File: src/rtl/mc_control_fsm.sv
// Multi-cycle RV32I control unit: sequences fetch, decode, execute, memory and writeback,
// drives every datapath enable/select and traps on illegal opcodes or memory timeouts.
module mc_control_fsm #(
  parameter int WAIT_LIMIT = 255
) (
  input  logic       clk,
  input  logic       rst,
  input  logic [6:0] opcode,
  input  logic [2:0] funct3,
  input  logic       alu_zero,
  input  logic       alu_lt,
  input  logic       alu_ltu,
  input  logic       mem_ready,
  output logic       pc_we,
  output logic [1:0] pc_src,
  output logic       oldpc_we,
  output logic       ir_we,
  output logic       mdr_we,
  output logic       mem_en,
  output logic       mem_wr,
  output logic       mem_addr_sel,
  output logic       rf_we,
  output logic [1:0] wb_sel,
  output logic [1:0] alu_src_a,
  output logic [1:0] alu_src_b,
  output logic [1:0] alu_op,
  output logic [2:0] imm_sel,
  output logic       instr_retired,
  output logic       halted,
  output logic [1:0] trap_cause,
  output logic [3:0] state
);

  typedef enum logic [3:0] {
    S_FETCH    = 4'd0,
    S_DECODE   = 4'd1,
    S_EXEC_R   = 4'd2,
    S_EXEC_I   = 4'd3,
    S_EXEC_U   = 4'd4,
    S_MEM_ADDR = 4'd5,
    S_MEM_RD   = 4'd6,
    S_MEM_WB   = 4'd7,
    S_MEM_WR   = 4'd8,
    S_ALU_WB   = 4'd9,
    S_BRANCH   = 4'd10,
    S_JAL      = 4'd11,
    S_JALR     = 4'd12,
    S_TRAP     = 4'd15
  } state_t;

  localparam logic [6:0] OP_R      = 7'b0110011;
  localparam logic [6:0] OP_IMM    = 7'b0010011;
  localparam logic [6:0] OP_LUI    = 7'b0110111;
  localparam logic [6:0] OP_AUIPC  = 7'b0010111;
  localparam logic [6:0] OP_LOAD   = 7'b0000011;
  localparam logic [6:0] OP_STORE  = 7'b0100011;
  localparam logic [6:0] OP_BRANCH = 7'b1100011;
  localparam logic [6:0] OP_JAL    = 7'b1101111;
  localparam logic [6:0] OP_JALR   = 7'b1100111;

  localparam logic [1:0] CAUSE_ILLEGAL = 2'd1;
  localparam logic [1:0] CAUSE_TIMEOUT = 2'd2;

  localparam logic [2:0] IMM_I = 3'd0;
  localparam logic [2:0] IMM_S = 3'd1;
  localparam logic [2:0] IMM_B = 3'd2;
  localparam logic [2:0] IMM_U = 3'd3;
  localparam logic [2:0] IMM_J = 3'd4;

  localparam logic [7:0] WAIT_LAST = 8'(WAIT_LIMIT - 1);

  state_t     state_q;
  state_t     state_next;
  logic [1:0] cause_q;
  logic [1:0] cause_next;
  logic [7:0] wait_cnt;
  logic       in_wait_state;
  logic       wait_expired;
  logic       branch_taken;

  assign state      = state_q;
  assign trap_cause = cause_q;
  assign halted     = (state_q == S_TRAP);

  // A memory wait expires when the counter sits on its last allowed value with no ready;
  // a ready on that same cycle still completes the access.
  assign in_wait_state = (state_q == S_FETCH) || (state_q == S_MEM_RD) || (state_q == S_MEM_WR);
  assign wait_expired  = in_wait_state && !mem_ready && (wait_cnt == WAIT_LAST);

  always_comb begin
    branch_taken = 1'b0;
    case (funct3)
      3'b000:  branch_taken = alu_zero;
      3'b001:  branch_taken = !alu_zero;
      3'b100:  branch_taken = alu_lt;
      3'b101:  branch_taken = !alu_lt;
      3'b110:  branch_taken = alu_ltu;
      3'b111:  branch_taken = !alu_ltu;
      default: branch_taken = 1'b0;
    endcase
  end

  always_ff @(posedge clk) begin
    if (!rst) begin
      state_q  <= S_FETCH;
      cause_q  <= 2'd0;
      wait_cnt <= 8'd0;
    end else begin
      state_q <= state_next;
      cause_q <= cause_next;
      if (state_next != state_q) begin
        wait_cnt <= 8'd0;
      end else if (in_wait_state && !mem_ready) begin
        wait_cnt <= wait_cnt + 8'd1;
      end
    end
  end

  always_comb begin
    state_next    = state_q;
    cause_next    = cause_q;
    pc_we         = 1'b0;
    pc_src        = 2'd0;
    oldpc_we      = 1'b0;
    ir_we         = 1'b0;
    mdr_we        = 1'b0;
    mem_en        = 1'b0;
    mem_wr        = 1'b0;
    mem_addr_sel  = 1'b0;
    rf_we         = 1'b0;
    wb_sel        = 2'd0;
    alu_src_a     = 2'd0;
    alu_src_b     = 2'd0;
    alu_op        = 2'd0;
    imm_sel       = IMM_I;
    instr_retired = 1'b0;

    case (state_q)
      S_FETCH: begin
        mem_en = 1'b1;
        if (mem_ready) begin
          ir_we      = 1'b1;
          oldpc_we   = 1'b1;
          pc_we      = 1'b1;
          state_next = S_DECODE;
        end else if (wait_expired) begin
          state_next = S_TRAP;
          cause_next = CAUSE_TIMEOUT;
        end
      end

      // ALUOut captures oldPC+imm here so branch/JAL targets are ready one cycle later.
      S_DECODE: begin
        alu_src_a = 2'd1;
        alu_src_b = 2'd1;
        case (opcode)
          OP_STORE:        imm_sel = IMM_S;
          OP_BRANCH:       imm_sel = IMM_B;
          OP_LUI, OP_AUIPC: imm_sel = IMM_U;
          OP_JAL:          imm_sel = IMM_J;
          default:         imm_sel = IMM_I;
        endcase
        case (opcode)
          OP_R:              state_next = S_EXEC_R;
          OP_IMM:            state_next = S_EXEC_I;
          OP_LUI, OP_AUIPC:  state_next = S_EXEC_U;
          OP_LOAD, OP_STORE: state_next = S_MEM_ADDR;
          OP_BRANCH: begin
            if (funct3 == 3'b010 || funct3 == 3'b011) begin
              state_next = S_TRAP;
              cause_next = CAUSE_ILLEGAL;
            end else begin
              state_next = S_BRANCH;
            end
          end
          OP_JAL:  state_next = S_JAL;
          OP_JALR: state_next = S_JALR;
          default: begin
            state_next = S_TRAP;
            cause_next = CAUSE_ILLEGAL;
          end
        endcase
      end

      S_EXEC_R: begin
        alu_op     = 2'd2;
        state_next = S_ALU_WB;
      end

      S_EXEC_I: begin
        alu_src_b  = 2'd1;
        alu_op     = 2'd3;
        state_next = S_ALU_WB;
      end

      S_EXEC_U: begin
        alu_src_a  = (opcode == OP_LUI) ? 2'd2 : 2'd1;
        alu_src_b  = 2'd1;
        imm_sel    = IMM_U;
        state_next = S_ALU_WB;
      end

      S_ALU_WB: begin
        rf_we         = 1'b1;
        instr_retired = 1'b1;
        state_next    = S_FETCH;
      end

      S_MEM_ADDR: begin
        alu_src_b  = 2'd1;
        imm_sel    = (opcode == OP_STORE) ? IMM_S : IMM_I;
        state_next = (opcode == OP_STORE) ? S_MEM_WR : S_MEM_RD;
      end

      S_MEM_RD: begin
        mem_en       = 1'b1;
        mem_addr_sel = 1'b1;
        if (mem_ready) begin
          mdr_we     = 1'b1;
          state_next = S_MEM_WB;
        end else if (wait_expired) begin
          state_next = S_TRAP;
          cause_next = CAUSE_TIMEOUT;
        end
      end

      S_MEM_WB: begin
        rf_we         = 1'b1;
        wb_sel        = 2'd1;
        instr_retired = 1'b1;
        state_next    = S_FETCH;
      end

      S_MEM_WR: begin
        mem_en       = 1'b1;
        mem_wr       = 1'b1;
        mem_addr_sel = 1'b1;
        if (mem_ready) begin
          instr_retired = 1'b1;
          state_next    = S_FETCH;
        end else if (wait_expired) begin
          state_next = S_TRAP;
          cause_next = CAUSE_TIMEOUT;
        end
      end

      S_BRANCH: begin
        alu_op        = 2'd1;
        instr_retired = 1'b1;
        state_next    = S_FETCH;
        if (branch_taken) begin
          pc_we  = 1'b1;
          pc_src = 2'd1;
        end
      end

      S_JAL: begin
        pc_we         = 1'b1;
        pc_src        = 2'd1;
        rf_we         = 1'b1;
        wb_sel        = 2'd2;
        instr_retired = 1'b1;
        state_next    = S_FETCH;
      end

      // PC takes the live ALU sum, so rd==rs1 cannot corrupt the jump target.
      S_JALR: begin
        alu_src_b     = 2'd1;
        pc_we         = 1'b1;
        pc_src        = 2'd2;
        rf_we         = 1'b1;
        wb_sel        = 2'd2;
        instr_retired = 1'b1;
        state_next    = S_FETCH;
      end

      S_TRAP: state_next = S_TRAP;

      default: begin
        state_next = S_TRAP;
        cause_next = CAUSE_ILLEGAL;
      end
    endcase

    if (!rst) begin
      pc_we         = 1'b0;
      oldpc_we      = 1'b0;
      ir_we         = 1'b0;
      mdr_we        = 1'b0;
      mem_en        = 1'b0;
      rf_we         = 1'b0;
      instr_retired = 1'b0;
    end
  end

endmodule

File: config.mk
export PLATFORM = sky130hd
export DESIGN_NAME = mc_control_fsm
export DESIGN_NICKNAME = d
export VERILOG_FILES = /design/src/rtl/mc_control_fsm.sv
export SDC_FILE = /design/constraint.sdc
export NUM_CORES = 1
export LEC_CHECK = 0
export BUFFER_PORTS_ARGS = -buffer_cell sky130_fd_sc_hd__buf_2
export CAP_MARGIN = 0
export CORE_MARGIN = 10
export CORE_UTILIZATION = 40
export CTS_BUF_LIST = sky130_fd_sc_hd__clkbuf_8
export CTS_CLUSTER_DIAMETER = 200
export CTS_CLUSTER_SIZE = 20
export DETAILED_ROUTE_END_ITERATION = 16
export SYNTH_ARGS = -nofsm -noshare
export SYNTH_HDL_FRONTEND = slang
export SYNTH_SLANG_ARGS = --single-unit
export TNS_END_PERCENT = 1
File: constraint.sdc
create_clock -name clk -period 5.8 [get_ports clk]
set_input_delay 1.16 -clock clk [delete_from_list [all_inputs] [get_ports clk]]
set_output_delay 1.16 -clock clk [all_outputs]
set_load 0.05 [all_outputs]
==> impl_metrics.json, run 1 <==
{
  "status": "finished clean",
  "min-delay-path-class": "register to register",
  "setup-tns-final_ps": 0,
  "period_share_pct": 66.2,
  "period_minus_slack_ps": 3840,
  "start_kind": "input pin",
  "slew_violations": 0,
  "synth_compound_area_share_pct": 33.0,
  "initial_core_util_pct": 41.5,
  "cp.depth": 7,
  "layout_setup_ws_ps": 1960,
  "dr.pass1.iters": 4,
  "synth.net_count": 220,
  "post-cts-setup-buffer-count": 0,
  "critPathKind": "input pin to output port",
  "cts_hold_buf": 0,
  "yosysWarnings": 0,
  "ir_drop_mv": 0.233,
  "drt-total-wl_microns": 4180,
  "cp_cell_sequence": "buf_2 -> nor2b_1 -> a2111oi_0 -> a31oi_1 -> o21ai_0 -> a31o_2 -> buf_2",
  "synth_xor_area_share_pct": 4.58,
  "die_y_microns": 81.9,
  "num_vias": 1580,
  "clk_path_buf_depth": 2,
  "synth_area_leaders": "dfxtp_1, nand2_1, nor2_1",
  "viasPerCell": 5.52,
  "detail_route.wl_per_cell_microns": 14.6,
  "max_freq_ghz": 0.261,
  "power_leakage_nw": 0.771,
  "cts-buffers-inserted": 3,
  "crit_family": "compound AO/OA/AOI/OAI gates",
  "yosysMostFrequentCell": "nand2_1",
  "synth_fa_ha_area_share_pct": 1.64,
  "worstMarginPinSlew_ps": 552,
  "area_growth_syn_to_layout_pct": 17.8,
  "drc": 0,
  "avgSynthCellArea_sq_um": 7.58,
  "power_density_mw_per_mm2": 519,
  "crit_top_cell": "buf_2",
  "drt_first_iter_violations": 92,
  "critPathSlowestCell": "a2111oi_0",
  "synth_top_area_share_pct": 18.3,
  "crit_fanout": 4,
  "dieArea_sq_mm": 0.00670,
  "seqCellArea_sq_um": 280,
  "track_usage_pct": 12.4,
  "antenna_found_initial": 0,
  "antennaDiodeCount": 0,
  "netlist_instances": 202,
  "htreeDepth": 1,
  "setup.worst_path.start": "funct3[1]",
  "ys_ff_latch": 14,
  "grt_max_degree": 30,
  "core_area_sq_mm": 0.00369,
  "place_ws_ps": 1970,
  "fillerInstances": 373,
  "critical-path-max-stage-delay_ps": 500,
  "skew_ps": 4.95,
  "clk_latency_ps": 250,
  "placement.io_buffers": 43,
  "routabilityCongestion": 0.859,
  "synth_ff_type": "dfxtp_1",
  "cts_root_buf": "clkbuf_8",
  "ant_nets": 0,
  "syn-cell-area_sq_mm": 0.00153,
  "ys_top_cells_by_count": "nand2_1, nor2_1, dfxtp_1, o21ai_0, a21oi_1",
  "yosysTopAreaCell": "dfxtp_1",
  "slew_headroom_pct": 62.3,
  "cts_resized": 0,
  "synth_top_family_by_area": "simple AND/OR/NAND/NOR gates",
  "cp.required_ps": 4640,
  "ios": 45,
  "synthArstFlopShare_pct": 0,
  "grt_first_pass_wirelength_microns": 6900,
  "drive_above_1_share_pct": 29.4,
  "worstReg2RegStart": "wait_cnt[0]$_SDFFE_PP0P_",
  "worst-endpoint-arrival_ps": 2680,
  "synth_mux_area_share_pct": 0,
  "yosys.cell_types.count": 62,
  "end_kind": "output port",
  "reg2regPathDepth": 8,
  "min_from": "trap_cause[1]$_SDFFE_PN0P_",
  "grt_pass1_vias": 1472,
  "post-dp-hpwl_microns": 3150,
  "yosys.area_share.simple_pct": 35.3,
  "synth_edf_count": 0,
  "grt-ovfl-total": 0,
  "clock-sinks": 14,
  "ys_seq_area_share_pct": 18.3,
  "maxCapViolCount": 0,
  "multi_input_comb_area_sq_mm": 0.00114,
  "rows": 22,
  "path_buf_inv": 2,
  "setup_viol": 0,
  "rsz0062_at_grt": "false",
  "hold_viol": 0,
  "cts.clk_slew.worst_paths_ps": 60,
  "cts_tree": "built",
  "fin_nets": 257,
  "die_w_microns": 81.9,
  "holdPathStages": 2
}
[layout make-up]
cell class                      count  share of cell area, %
Multi-Input combinational cell    168                   63.4
Inverter                            5                   1.04
Clock buffer                        4                   3.05
Tap cell                           48                   3.33
Sequential cell                    14                   15.5
Timing Repair Buffer               47                   13.6
[worst register-to-register path, cell delays in order, from the launching register on]
cell and delay, ps:
dfxtp_1 380, inv_1 60, ha_1 190, and3_1 240, a211oi_2 260, o211ai_1 160
o31ai_2 280, o2111ai_4 250, a211oi_2 240
[metrics by stage]
stage	util (%)	std cells	instance area (sq um)	power, W	hold slack, ps
after CTS	48.9	286	1800	0.000940	456
final	48.9	286	1800	0.000935	449
after global routing	48.9	286	1800	0.00100	497
after detailed placement	47.4	282	1750	0.000841	448
after global placement	47.4	282	1750	0.000844	449
after floorplan	-	202	1530	0.000716	471
[flip-flops by register name, summed over array words and instances, names as in the netlist]
register    flops
wait_cnt        8
state           4
trap_cause      2
[placed cells by master, fill, tap and decap left out, types with 3 or more instances in the layout]
cell and count:
nand3b_1 4, inv_1 5, buf_4 4, nor3_1 6
nand4_1 3, o31ai_1 4, a21oi_1 9, a21boi_0 4
dfxtp_1 14, nand2_1 22, o21ai_0 10, and3_1 3
nand3_1 5, buf_2 43, nor2_1 21, xor2_1 6
o211ai_1 4, nand2b_1 8, a21o_1 4, and2_1 3
clkbuf_8 4
[where the power goes]
part / switching, W / internal, W
logic: 0.000504 / 0.000209
registers: 0.00000910 / 0.000117
clock network: 0.0000365 / 0.0000602
[metal layers]
layer	routed length, microns	global-route usage, %
met1	1950	17.2
met5	0	0
met4	39	2.04
met2	1780	18.7
met3	417	3.93
[final timing paths]
check / endpoint / slack, ps
setup / recovery: pc_we / 1960
hold / removal: trap_cause[1]$_SDFFE_PN0P_ / 450
setup reg to reg: wait_cnt[1]$_SDFFE_PP0P_ / 3670
hold reg to reg: trap_cause[1]$_SDFFE_PN0P_ / 450
[cell families (layout without fill, tap and decap cells)]
logic type | count (synthesis) | count (layout)
AOI/OAI and AO/OA | 63 | 63
xor gates and xnor gates | 8 | 8
adders and majority gates | 2 | 2
buffers and inverters | 20 | 56
DFF | 14 | 14
other | 1 | 1
and+or+nand+nor | 94 | 94
Note: power is estimated with default switching activity, not from simulation.
==> run 2, diff against run 1 <==
--- a/config.mk
+++ b/config.mk
@@ -5,6 +5,7 @@
 export SDC_FILE = /design/constraint.sdc
 export NUM_CORES = 1
 export LEC_CHECK = 0
+export ABC_AREA = 1
 export BUFFER_PORTS_ARGS = -buffer_cell sky130_fd_sc_hd__buf_2
 export CAP_MARGIN = 0
 export CORE_MARGIN = 10
@@ -13,6 +14,7 @@
 export CTS_CLUSTER_DIAMETER = 200
 export CTS_CLUSTER_SIZE = 20
 export DETAILED_ROUTE_END_ITERATION = 16
+export PLACE_DENSITY = 0.66
 export SYNTH_ARGS = -nofsm -noshare
 export SYNTH_HDL_FRONTEND = slang
 export SYNTH_SLANG_ARGS = --single-unit
==> constraint.sdc (replaced) <==
create_clock -name clk -period 3.8 [get_ports clk]
set_input_delay 0.76 -clock clk [delete_from_list [all_inputs] [get_ports clk]]
set_output_delay 0.76 -clock clk [all_outputs]
set_load 0.05 [all_outputs]
==> impl_metrics.json, run 2 <==
{
  "track_usage_pct": 11.7,
  "rsz0062_at_grt": "false",
  "holdPathStages": 2,
  "synth_area_leaders": "dfxtp_1, nand2_1, inv_1",
  "placed_cells": 320,
  "worstReg2RegStart": "state[3]$_SDFF_PN0_",
  "yosys.cell_types.count": 32,
  "start_kind": "register",
  "ir_drop_mv": 0.343,
  "cts_hold_buf": 0,
  "worst-endpoint-arrival_ps": 1920,
  "ys_top_cells_by_count": "nand2_1, inv_1, nor2_1, nor2_2, nand3_1",
  "final_cell_mix": "nand2_1, buf_2, inv_1",
  "grt_max_degree": 9,
  "netlist_instances": 233,
  "largest_reg_flops": 8,
  "hold_viol": 0,
  "ys_seq_area_share_pct": 20.6,
  "num_vias": 1480,
  "end_kind": "output port",
  "rows": 21,
  "drive_above_1_share_pct": 30.3,
  "synth_top_area_share_pct": 20.6,
  "holdPathEnd": "trap_cause[1]$_SDFFE_PN0P_",
  "power_density_mw_per_mm2": 757,
  "max_freq_ghz": 0.374,
  "cts_tree": "built",
  "synth_ff_type": "dfxtp_1",
  "setup-tns-final_ps": 0,
  "min-delay-path-class": "register to register",
  "yosysTopAreaCell": "dfxtp_1",
  "htreeDepth": 1,
  "ios": 45,
  "reg2reg_to": "wait_cnt[0]$_SDFFE_PP0P_",
  "fin_cells": 323,
  "maxCapViolCount": 0,
  "mostFrequentLayoutCell": "nand2_1",
  "initial_core_util_pct": 41.2,
  "period_minus_slack_ps": 2680,
  "detail_route.wl_per_cell_microns": 11.0,
  "cts_resized": 0,
  "die_w_microns": 78.4,
  "clk_path_buf_depth": 2,
  "crit_fanout": 8,
  "routabilityCongestion": 0.878,
  "core_area_sq_mm": 0.00331,
  "grt_first_pass_wirelength_microns": 6270,
  "r2r_setup_slack_ps": 1850,
  "setup_viol": 0,
  "dr.pass1.iters": 4,
  "synth.net_count": 251,
  "syn-cell-area_sq_mm": 0.00136,
  "critPathKind": "register to output port",
  "clk_latency_ps": 240,
  "die_y_microns": 78.4,
  "drt-total-wl_microns": 3550,
  "status": "finished clean",
  "fin_nets": 297,
  "post-dp-hpwl_microns": 2980,
  "antenna_found_initial": 0,
  "yosysWarnings": 0,
  "post-cts-setup-buffer-count": 0,
  "period_share_pct": 70.4,
  "drc": 0,
  "slew_violations": 0,
  "regMostFlops": "wait_cnt",
  "yosysMostFrequentCell": "nand2_1",
  "min_from": "trap_cause[1]$_SDFFE_PN0P_",
  "grt_pass1_vias": 1430,
  "placement.io_buffers": 43,
  "area_growth_syn_to_layout_pct": 21.9,
  "avgSynthCellArea_sq_um": 5.85,
  "antennaDiodeCount": 0,
  "dieArea_sq_mm": 0.00614,
  "reg2regPathDepth": 9,
  "placed_cell_area_sq_mm": 0.00162,
  "synth_edf_count": 0,
  "ant_nets": 0,
  "cts-buffers-inserted": 3,
  "grt-ovfl-total": 0,
  "clock-sinks": 14,
  "stdcell_area_sq_mm": 0.00166,
  "viasPerCell": 4.58,
  "drt_first_iter_violations": 89,
  "cts_root_buf": "clkbuf_8",
  "skew_ps": 2.91,
  "ys_ff_latch": 14,
  "power_leakage_nw": 0.924,
  "cp.required_ps": 3040,
  "synthArstFlopShare_pct": 0,
  "cts.clk_slew.worst_paths_ps": 50
}
run 2: changes by cell type in the layout (fill, tap and decap cells not counted), moves of 5 or more:
cell and delta:
nand2b_1 -8, nand3_1 +10, o21ai_0 -6, nor2_1 +5
nand2_2 +5, nand2_1 +46, inv_2 +9, nor2_2 +16
inv_1 +22
run 2: report_power, final:
| part | total, W | internal [W] | switching [W] |
|---|---|---|---|
| clock network | 0.000115 | 0.0000698 | 0.0000454 |
| registers | 0.000213 | 0.000174 | 0.0000394 |
| logic | 0.000930 | 0.000240 | 0.000690 |
| total | 0.00126 | 0.000483 | 0.000775 |
run 2: cell type report:
type / instances / area (sq um)
fill: 381 / 1650
multi-input combinational: 180 / 930
sequential: 14 / 280
inverter: 37 / 139
clock buffer: 3 / 41.3
timing repair buffer: 43 / 215
tap: 46 / 57.6
run 2: worst max path at each step:
stage,startpoint,end,slack (ps),cells past startpoint
2_1_floorplan,state[3]$_SDFF_PN0_,pc_we,670,6
3_3_place_gp,opcode[2],imm_sel[0],1200,9
3_5_place_dp,opcode[2],imm_sel[0],1200,9
4_1_cts,state[2]$_SDFF_PN0_,imm_sel[2],1110,6
5_1_grt,state[2]$_SDFF_PN0_,imm_sel[2],910,6
6_report,state[3]$_SDFF_PN0_,imm_sel[2],1120,6
run 2: cell families after synthesis:
logic type | count (synthesis) | share of synthesized area, %
flip-flops | 14 | 20.6
XOR/XNOR | 7 | 4.50
other | 1 | 0.275
AO/OA/AOI/OAI | 25 | 10.6
buffers and inverters | 39 | 11.3
AND/OR/NAND/NOR | 145 | 50.9
adder cells (fa/ha/maj) | 2 | 1.83
run 2: stage by stage:
stage	worst slack (ps)	total power, W	hold WS (ps)	util, %
floorplan	672	0.000973	520	-
finish	1120	0.00126	461	50.2
global placement	1200	0.00115	457	49.0
detailed placement	1200	0.00115	457	49.0
CTS	1110	0.00127	465	50.2
global route	913	0.00137	484	50.2
run 2: critical path: stages, from the launching register on:
cell,delay (ps)
dfxtp_1,390
nor2_1,310
inv_1,70
nor2_1,380
inv_1,150
nor2_1,100
buf_2,270
run 2: per-layer routing:
metal / vias to the layer above / routed length, microns / track usage [%]
met4: 0 / 60 / 3.05
met2: 46 / 1430 / 17.1
li1: 822 / - / -
met1: 606 / 1720 / 15.5
met3: 6 / 336 / 4.90
met5: - / 0 / 0
==> run 3, diff against run 2 <==
--- a/config.mk
+++ b/config.mk
@@ -5,7 +5,7 @@
 export SDC_FILE = /design/constraint.sdc
 export NUM_CORES = 1
 export LEC_CHECK = 0
-export ABC_AREA = 1
+export ABC_AREA = 0
 export BUFFER_PORTS_ARGS = -buffer_cell sky130_fd_sc_hd__buf_2
 export CAP_MARGIN = 0
 export CORE_MARGIN = 10
@@ -14,7 +14,7 @@
 export CTS_CLUSTER_DIAMETER = 200
 export CTS_CLUSTER_SIZE = 20
 export DETAILED_ROUTE_END_ITERATION = 16
-export PLACE_DENSITY = 0.66
+export PLACE_DENSITY = 0.67
 export SYNTH_ARGS = -nofsm -noshare
 export SYNTH_HDL_FRONTEND = slang
 export SYNTH_SLANG_ARGS = --single-unit
==> constraint.sdc (replaced) <==
create_clock -name clk -period 2.2 [get_ports clk]
set_input_delay 0.44 -clock clk [delete_from_list [all_inputs] [get_ports clk]]
set_output_delay 0.44 -clock clk [all_outputs]
set_load 0.05 [all_outputs]
==> impl_metrics.json, run 3 (synthesis gave the netlist of run 1 again) <==
{
  "cts_root_buf": "clkbuf_8",
  "skew_ps": 2.81,
  "slew_violations": 0,
  "maxCapViolCount": 0,
  "dieArea_sq_mm": 0.00670,
  "rsz0062_at_grt": "true",
  "ir_drop_mv": 0.677,
  "fillerInstances": 365,
  "cts_hold_buf": 0,
  "worst-endpoint-arrival_ps": 1730,
  "drt-total-wl_microns": 4470,
  "drc": 0,
  "post-cts-setup-buffer-count": 0,
  "largest_reg_flops": 8,
  "period_minus_slack_ps": 2170,
  "max_freq_ghz": 0.462,
  "seqCellArea_sq_um": 285,
  "cts.clk_slew.worst_paths_ps": 60,
  "area_growth_syn_to_layout_pct": 40.5,
  "power_leakage_nw": 0.895,
  "ios": 45,
  "placement.io_buffers": 43,
  "end_kind": "output port",
  "setup_viol": 0,
  "clock-sinks": 14,
  "min-delay-path-class": "register to register",
  "fin_cells": 302,
  "mostFrequentLayoutCell": "buf_2",
  "num_vias": 1674,
  "whs_ps": 459,
  "post-dp-hpwl_microns": 3470,
  "dr.pass1.iters": 4,
  "setup-tns-final_ps": 0,
  "ant_nets": 0,
  "clk_path_buf_depth": 2,
  "p_total_w": 0.00286,
  "antenna_found_initial": 0,
  "critPathSlowestCell": "dfxtp_2",
  "grt_first_pass_wirelength_microns": 7520,
  "viasPerCell": 5.54,
  "hold_viol": 0,
  "die_y_microns": 81.9,
  "drt_first_iter_violations": 76,
  "cp_cell_sequence": "nand2b_4 -> a2111oi_4 -> buf_4 -> a31oi_1 -> o21ai_1 -> a31o_4 -> buf_8",
  "drive_above_1_share_pct": 42.5,
  "critPathKind": "register to output port",
  "power_density_mw_per_mm2": 1330,
  "critical-path-max-stage-delay_ps": 330,
  "place_ws_ps": -211,
  "rows": 22,
  "grt-ovfl-total": 0,
  "clk_latency_ps": 250,
  "cp.required_ps": 1760,
  "fin_nets": 273,
  "period_share_pct": 98.5,
  "track_usage_pct": 13.6,
  "antennaDiodeCount": 0,
  "final_cell_mix": "buf_2, nand2_1, nor2_1",
  "layout_setup_ws_ps": 33.5,
  "cts-buffers-inserted": 3,
  "cts_tree": "built",
  "initial_core_util_pct": 41.5,
  "die_w_microns": 81.9,
  "detail_route.wl_per_cell_microns": 14.8,
  "grt_pass1_vias": 1595,
  "reg2regPathDepth": 9,
  "holdPathStages": 2,
  "placed_cells": 298,
  "status": "finished clean",
  "start_kind": "register",
  "multi_input_comb_area_sq_mm": 0.00128,
  "htreeDepth": 1,
  "grt_max_degree": 30,
  "routabilityCongestion": 0.853,
  "regMostFlops": "wait_cnt",
  "crit_fanout": 2,
  "core_area_sq_mm": 0.00369
}
-- run 3: changes by cell type in the layout (fill, tap and decap cells not counted), moves of 5 or more --
cell	before	now
nand3_1	15	5
buf_2	43	38
nand2b_1	0	7
o21ai_0	4	9
nor2_1	26	18
inv_2	9	0
buf_4	0	16
inv_1	27	5
buf_12	0	5
nor2_2	16	3
nand2_1	68	21
-- run 3: where the power goes --
| group | switching [W] | internal, W | total (W) |
|---|---|---|---|
| sequential | 0.0000497 | 0.000316 | 0.000366 |
| combinational | 0.00145 | 0.000789 | 0.00224 |
| clock | 0.0000976 | 0.000159 | 0.000256 |
-- run 3: layout make-up --
class / instances / area share (%)
clock buffers: 4 / 2.56
multi-input cells: 168 / 59.5
well taps: 48 / 2.79
repair buffers: 63 / 21.0
flip-flops and latches: 14 / 13.3
inverters: 5 / 0.873
-- run 3: repair_timing --
| action | 4_1_cts | 5_1_grt |
|---|---|---|
| endpoints found under the setup margin | 1 | 12 |
| gates resized for setup | 5 | 16 |
| pin swaps | 1 | 6 |
-- run 3: worst paths after layout --
| check | start | to | slack, ps |
|---|---|---|---|
| min reg2reg | trap_cause[1]$_SDFFE_PN0P_ | trap_cause[1]$_SDFFE_PN0P_ | 460 |
| min | trap_cause[1]$_SDFFE_PN0P_ | trap_cause[1]$_SDFFE_PN0P_ | 460 |
| max reg2reg | wait_cnt[0]$_SDFFE_PP0P_ | wait_cnt[7]$_SDFFE_PP0P_ | 150 |
| max | state[2]$_SDFF_PN0_ | pc_we | 30 |
-- run 3: worst max-delay path: cells and delay by family, from the launching register on --
kind                   cells  cell delay [ps]
AO/OA/AOI/OAI              4              700
buffers and inverters      2              300
flip-flops                 1              330
AND/OR/NAND/NOR            1              150
-- run 3: through the flow --
stage | util, % | area [sq um]
floorplan | - | 1640
global placement | 55.1 | 2030
detailed placement | 55.1 | 2030
CTS | 57.0 | 2100
global route | 58.3 | 2150
finish | 58.3 | 2150
-- run 3: metal layers --
metal	part of all wire (%)	wire, microns	track usage (%)	up-vias
li1	-	-	-	848
met1	45	1990	17.8	777
met2	47	2090	22.8	47
met3	8.4	377	3.17	2
met4	0.27	12	1.53	0
met5	0	0	0	-
